**src/rtl/sawtooth_sched.sv**
```systemverilog
// sawtooth_sched: round-robin scheduler iterating one shared sawtooth-map engine for NREQ requesters.
// Define SAWTOOTH_SCHED_WATCHDOG_EN to abort an engine wait after TIMEOUT cycles with resp_err set.
module sawtooth_sched #(
    parameter int NREQ      = 4,
    parameter int PRECISION = 32,
    parameter int TIMEOUT   = 255
) (
    input  logic                      clk,
    input  logic                      reset,
    input  logic [NREQ-1:0]           req_valid,
    input  logic [NREQ*PRECISION-1:0] req_x,
    input  logic [NREQ*PRECISION-1:0] req_eps,
    input  logic [NREQ*8-1:0]         req_iter,
    output logic [NREQ-1:0]           req_ready,
    output logic                      resp_valid,
    output logic [2:0]                resp_id,
    output logic [PRECISION-1:0]      resp_data,
    output logic                      resp_err,
    input  logic                      resp_ready,
    output logic                      eng_start,
    output logic [PRECISION-1:0]      eng_x,
    output logic [PRECISION-1:0]      eng_eps,
    input  logic                      eng_done,
    input  logic [PRECISION-1:0]      eng_result
);
    typedef enum logic [1:0] {IDLE, ISSUE, WAIT, RESP} state_t;
    state_t state_q, state_d;
    logic [2:0] last_q, last_d, id_q, id_d, gnt_id;
    logic gnt_found;
    logic [PRECISION-1:0] cur_x_q, cur_x_d, cur_eps_q, cur_eps_d;
    logic [7:0] iter_q, iter_d, count_q, count_d, gnt_iter;
`ifdef SAWTOOTH_SCHED_WATCHDOG_EN
    localparam int WD_W = $clog2(TIMEOUT + 1);
    logic [WD_W-1:0] wd_q, wd_d;
    logic err_q, err_d;
`endif
    // Rotating priority: the first pending requester after the last one served wins.
    always_comb begin
        gnt_found = 1'b0;
        gnt_id = '0;
        for (int k = 1; k <= NREQ; k++) begin
            if (!gnt_found && req_valid[(int'(last_q) + k) % NREQ]) begin
                gnt_found = 1'b1;
                gnt_id = 3'((int'(last_q) + k) % NREQ);
            end
        end
    end
    assign gnt_iter = req_iter[gnt_id*8 +: 8];
    always_comb begin
        state_d = state_q;
        last_d = last_q;
        id_d = id_q;
        cur_x_d = cur_x_q;
        cur_eps_d = cur_eps_q;
        iter_d = iter_q;
        count_d = count_q;
        req_ready = '0;
        eng_start = 1'b0;
        resp_valid = 1'b0;
`ifdef SAWTOOTH_SCHED_WATCHDOG_EN
        wd_d = wd_q;
        err_d = err_q;
`endif
        unique case (state_q)
            IDLE: if (gnt_found) begin
                req_ready = {{(NREQ-1){1'b0}}, 1'b1} << gnt_id;
                id_d = gnt_id;
                cur_x_d = req_x[gnt_id*PRECISION +: PRECISION];
                cur_eps_d = req_eps[gnt_id*PRECISION +: PRECISION];
                iter_d = (gnt_iter == 8'd0) ? 8'd1 : gnt_iter;
                count_d = '0;
`ifdef SAWTOOTH_SCHED_WATCHDOG_EN
                err_d = 1'b0;
`endif
                state_d = ISSUE;
            end
            ISSUE: begin
                eng_start = 1'b1;
`ifdef SAWTOOTH_SCHED_WATCHDOG_EN
                wd_d = '0;
`endif
                state_d = WAIT;
            end
            WAIT: if (eng_done) begin
                cur_x_d = eng_result;
                count_d = count_q + 8'd1;
                state_d = (count_q + 8'd1 == iter_q) ? RESP : ISSUE;
            end
`ifdef SAWTOOTH_SCHED_WATCHDOG_EN
            else if (wd_q == WD_W'(TIMEOUT - 1)) begin
                err_d = 1'b1;
                state_d = RESP;
            end else begin
                wd_d = wd_q + 1'b1;
            end
`endif
            RESP: begin
                resp_valid = 1'b1;
                if (resp_ready) begin
                    last_d = id_q;
                    state_d = IDLE;
                end
            end
            default: state_d = IDLE;
        endcase
    end
    always_ff @(posedge clk or posedge reset) begin
        if (reset) begin
            state_q <= IDLE;
            last_q <= 3'(NREQ - 1);
            id_q <= '0;
            cur_x_q <= '0;
            cur_eps_q <= '0;
            iter_q <= '0;
            count_q <= '0;
        end else begin
            state_q <= state_d;
            last_q <= last_d;
            id_q <= id_d;
            cur_x_q <= cur_x_d;
            cur_eps_q <= cur_eps_d;
            iter_q <= iter_d;
            count_q <= count_d;
        end
    end
`ifdef SAWTOOTH_SCHED_WATCHDOG_EN
    always_ff @(posedge clk or posedge reset) begin
        if (reset) begin
            wd_q <= '0;
            err_q <= 1'b0;
        end else begin
            wd_q <= wd_d;
            err_q <= err_d;
        end
    end
    assign resp_err = err_q;
`else
    assign resp_err = 1'b0;
`endif
    assign resp_id = id_q;
    assign resp_data = cur_x_q;
    assign eng_x = cur_x_q;
    assign eng_eps = cur_eps_q;
endmodule

```
**config.mk**
```make
export PLATFORM = sky130hd
export DESIGN_NAME = sawtooth_sched
export DESIGN_NICKNAME = d
export VERILOG_FILES = /design/src/rtl/sawtooth_sched.sv
export SDC_FILE = /design/constraint.sdc
export NUM_CORES = 1
export LEC_CHECK = 0
export ABC_AREA = 0
export ABC_CLOCK_PERIOD_IN_PS = 7800
export BUFFER_PORTS_ARGS = -buffer_cell sky130_fd_sc_hd__clkbuf_2
export CORE_AREA = 2 2 169 171
export DETAILED_ROUTE_END_ITERATION = 10
export DIE_AREA = 0 0 171 173
export PLACE_DENSITY_LB_ADDON = 0.15
export SKIP_CTS_REPAIR_TIMING = 1
export SYNTH_ARGS = -nofsm -noshare
export SYNTH_HDL_FRONTEND = slang
export SYNTH_SLANG_ARGS = --single-unit
```
**constraint.sdc**
```tcl
create_clock -name clk -period 7.8 [get_ports clk]
set_input_delay 0.78 -clock clk [delete_from_list [all_inputs] [get_ports clk]]
set_output_delay 0.78 -clock clk [all_outputs]
set_load 0.05 [all_outputs]
```
==> results.yml <==
outcome:
  result_of_the_run: "completed"
synth:
  netlist_instances: 681
  synth_area_leader: "sky130_fd_sc_hd__dfrtp_1"
  number_of_enable_flip_flop_cells_after_synthesis: 0
  synth_warnings: 0
  post_synth_num_cell_types: 51
  synth.yosys.seq_area_share_pct: 35.3
  netlist_top_cells_area: "sky130_fd_sc_hd__dfrtp_1 (34%), sky130_fd_sc_hd__mux2_1 (5.9%), sky130_fd_sc_hd__mux2i_1 (5.7%)"
  synth_top_cells_by_count: "sky130_fd_sc_hd__dfrtp_1 (84), sky130_fd_sc_hd__nand2_1 (58), sky130_fd_sc_hd__o21ai_1 (51)"
  fraction_of_synthesis_flops_using_an_asynchronous_set_or_reset_pin_pct: 100
  ys_seq_elements: 86
  cell_with_the_most_instances_after_synthesis: "sky130_fd_sc_hd__dfrtp_1"
  syn_avg_cell_area_sq_um: 8.96
  yosysTopAreaCellShare_pct: 34.5
  synth_flop_cell: "sky130_fd_sc_hd__dfrtp_1"
  syn_area_sq_mm: 0.00610
power_and_ir_drop:
  ir_drop_uv: 200
  intPower_w: 0.00161
  powerDensity_mw_per_mm2: 442
  p_leak_nw: 4.41
  clock_power_share_pct: 11.1
  netSwitchingFraction_pct: 57.5
  combPwrFrac_pct: 67.4
  seqPwrFrac_pct: 21.5
  total_switching_power_w: 0.00218
routing:
  routed_via_density: 4.72
  post-route-drc-count: 0
  postRouteWirelength_microns: 26700
  dr.first_iter.drc_count: 469
  post_drt_wl_per_cell_microns: 18.8
  postRouteAntennaNets: 0
  detail_route.first_pass.iterations: 6
  dr_total_vias: 6703
clock_tree:
  cts_tree: "yes"
  root_buffer: "sky130_fd_sc_hd__clkbuf_16"
  cts-root-to-sink-buffers: 2
  cts_made_buffers: 9
  clkTransAtPathRegs_ns: 0.07
  h-tree-depth: 3
  clock_sink_count: 86
  clkLatencyLatePin_ns: 0.34
placement:
  numPlacedInstances: 1404
  routabilityCongestion: 0.846
  post-dp-hpwl_microns: 20100
  buffer_ports.inserted: 431
  dpl_worst_slack_ns: 3.79
critical_path:
  setup.worst_path.end_class: "primary output"
  cp_data_required_time_ns: 7.02
  timing.critical_path.fanout_max: 34
  crit_arrival_ns: 2.94
  worst-r2r-setup-slack_ns: 4.19
  startpoint_kind_of_the_worst_setup_timing_path: "register"
  path_class: "register to primary output"
sta:
  timing.setup.tns_ns: 0
  timing_max_transition_violations_final: 0
  hold_violations: 0
  max_freq_mhz: 269
  worst-slew-pin-transition_ns: 1.10
  fin_worst_skew_ns: 0.00768
  final_period_minus_worst_setup_slack_ns: 3.72
  setup_viol: 0
  setup_repair_after_global_routing_missed_its_margin: "no"
  slew_headroom_pct: 26.2
  timing.final.crit_share_pct: 47.7
  layout_setup_ws_ns: 4.08
die:
  fp.coreArea_sq_mm: 0.0276
  placementRows: 61
  floorplan.die.width_microns: 171
  die_h_microns: 173
  io_pins: 434
  die-area_sq_mm: 0.0296
  initial_utilization_pct: 22.1
final_layout:
  share_of_post_route_cells_with_drive_strength_above_1_pct: 45.7
  instances_no_fill: 1421
  finish.net_count: 1366
  multiInputGateArea_sq_mm: 0.00328
  area_used_by_sequential_logic_in_the_layout_sq_mm: 0.00215
  nFillCells: 3003
  synthToLayoutAreaGrowth_pct: 40.8
global_route:
  grt_overflow: 0
  grt_usage_pct: 17.5
  grt_antenna_before_repair: 1
  first_global_vias: 6557
  wire_length_of_the_first_global_routing_pass_microns: 39900
  maximum_number_of_pins_on_one_net_before_global_route_repair: 85
worst_hold_path:
  timing.hold.worst.class: "input port to asynchronous set/reset pin"
run:
  max-cap-violations: 0
-- routing by layer --
layer | routed length (microns) | vias up | GRT usage (%)
met4 | 350 | 0 | 4.24
li1 | - | 3237 | -
met5 | 0 | - | 0
met3 | 1510 | 20 | 3.09
met2 | 12900 | 257 | 29.5
met1 | 11900 | 3189 | 23.2
-- path summary, 6_finish.rpt --
path / from / end / cells past startpoint
setup / recovery: last_q[1] / req_ready[0] / 6
hold / removal: reset / eng_eps[14] / 2
setup reg to reg: last_q[1] / eng_eps[25] / 8
hold reg to reg: eng_eps[13] / eng_eps[13] / 2
max in group asynchronous: reset / count_q[0] / 3
min in group clk: eng_eps[13] / eng_eps[13] / 2
-- power groups by stage --
stage                     Combinational [W]  Sequential [W]  Clock (W)
after floorplan                     0.00151         0.00132          0
after global placement              0.00257        0.000822          0
after detailed placement            0.00258        0.000823          0
after CTS                           0.00258        0.000816   0.000444
after global routing                0.00276        0.000846   0.000464
final                               0.00256        0.000814   0.000422
-- through the flow --
stage | cell area, sq um | power, W | hold slack, ns | utilization, %
floorplan | 6100 | 0.00283 | 0.465 | -
global placement | 8310 | 0.00339 | 0.470 | 30.1
detailed placement | 8310 | 0.00340 | 0.475 | 30.1
CTS | 8590 | 0.00384 | 0.487 | 31.1
global route | 8590 | 0.00407 | 0.491 | 31.1
finish | 8590 | 0.00379 | 0.465 | 31.1
-- logic make-up after synthesis --
logic type      count (synthesis)  share of synthesized area [%]
xor+xnor                       12                           1.72
other cells                     1                         0.0615
simple gates                  108                           8.04
mux                            69                           12.0
flops                          86                           35.3
buf+inv                       138                           11.8
fa+ha+maj                       1                          0.205
compound gates                266                           30.9
-- layout by cell type, fill, tap and decap left out, types with 9 or more instances in the layout --
master / Yosys / final
sky130_fd_sc_hd__a222oi_1: 32 / 32
sky130_fd_sc_hd__a21oi_1: 37 / 37
sky130_fd_sc_hd__nor2_1: 10 / 9
sky130_fd_sc_hd__mux2_1: 32 / 32
sky130_fd_sc_hd__clkbuf_2: 0 / 431
sky130_fd_sc_hd__buf_4: 43 / 12
sky130_fd_sc_hd__o21ai_0: 44 / 44
sky130_fd_sc_hd__o21ai_1: 51 / 49
sky130_fd_sc_hd__inv_1: 39 / 38
sky130_fd_sc_hd__nand3_1: 19 / 19
sky130_fd_sc_hd__a221oi_1: 32 / 32
sky130_fd_sc_hd__mux2i_1: 35 / 35
sky130_fd_sc_hd__a22o_1: 32 / 32
sky130_fd_sc_hd__dfrtp_1: 84 / 84
sky130_fd_sc_hd__clkbuf_16: 0 / 9
sky130_fd_sc_hd__nand2_1: 58 / 57
-- sequential cells by signal, summed over array words and instances, names as in the netlist --
signal   cells
count_q      8
iter_q       8
state_q      2
eng_x       32
last_q       2
eng_eps     32
resp_id      2
-- critical path: stages, from the launching register on --
cell                       delay, ns
sky130_fd_sc_hd__dfstp_2        0.64
sky130_fd_sc_hd__mux2i_1        0.26
sky130_fd_sc_hd__o21ai_1        0.08
sky130_fd_sc_hd__buf_4          0.18
sky130_fd_sc_hd__nor2_4         0.81
sky130_fd_sc_hd__and3_1         0.28
sky130_fd_sc_hd__clkbuf_2       0.30
-- cell type report --
cell class | instances | area share (%)
tap | 378 | 5.51
sequential | 86 | 25.1
multi-input combinational | 458 | 38.2
clock buffer | 11 | 2.83
inverter | 39 | 1.73
timing repair buffer | 443 | 26.2
antenna | 1 | 0.0291
clock inverter | 5 | 0.408
No activity file was read; power rests on OpenSTA's default activity.
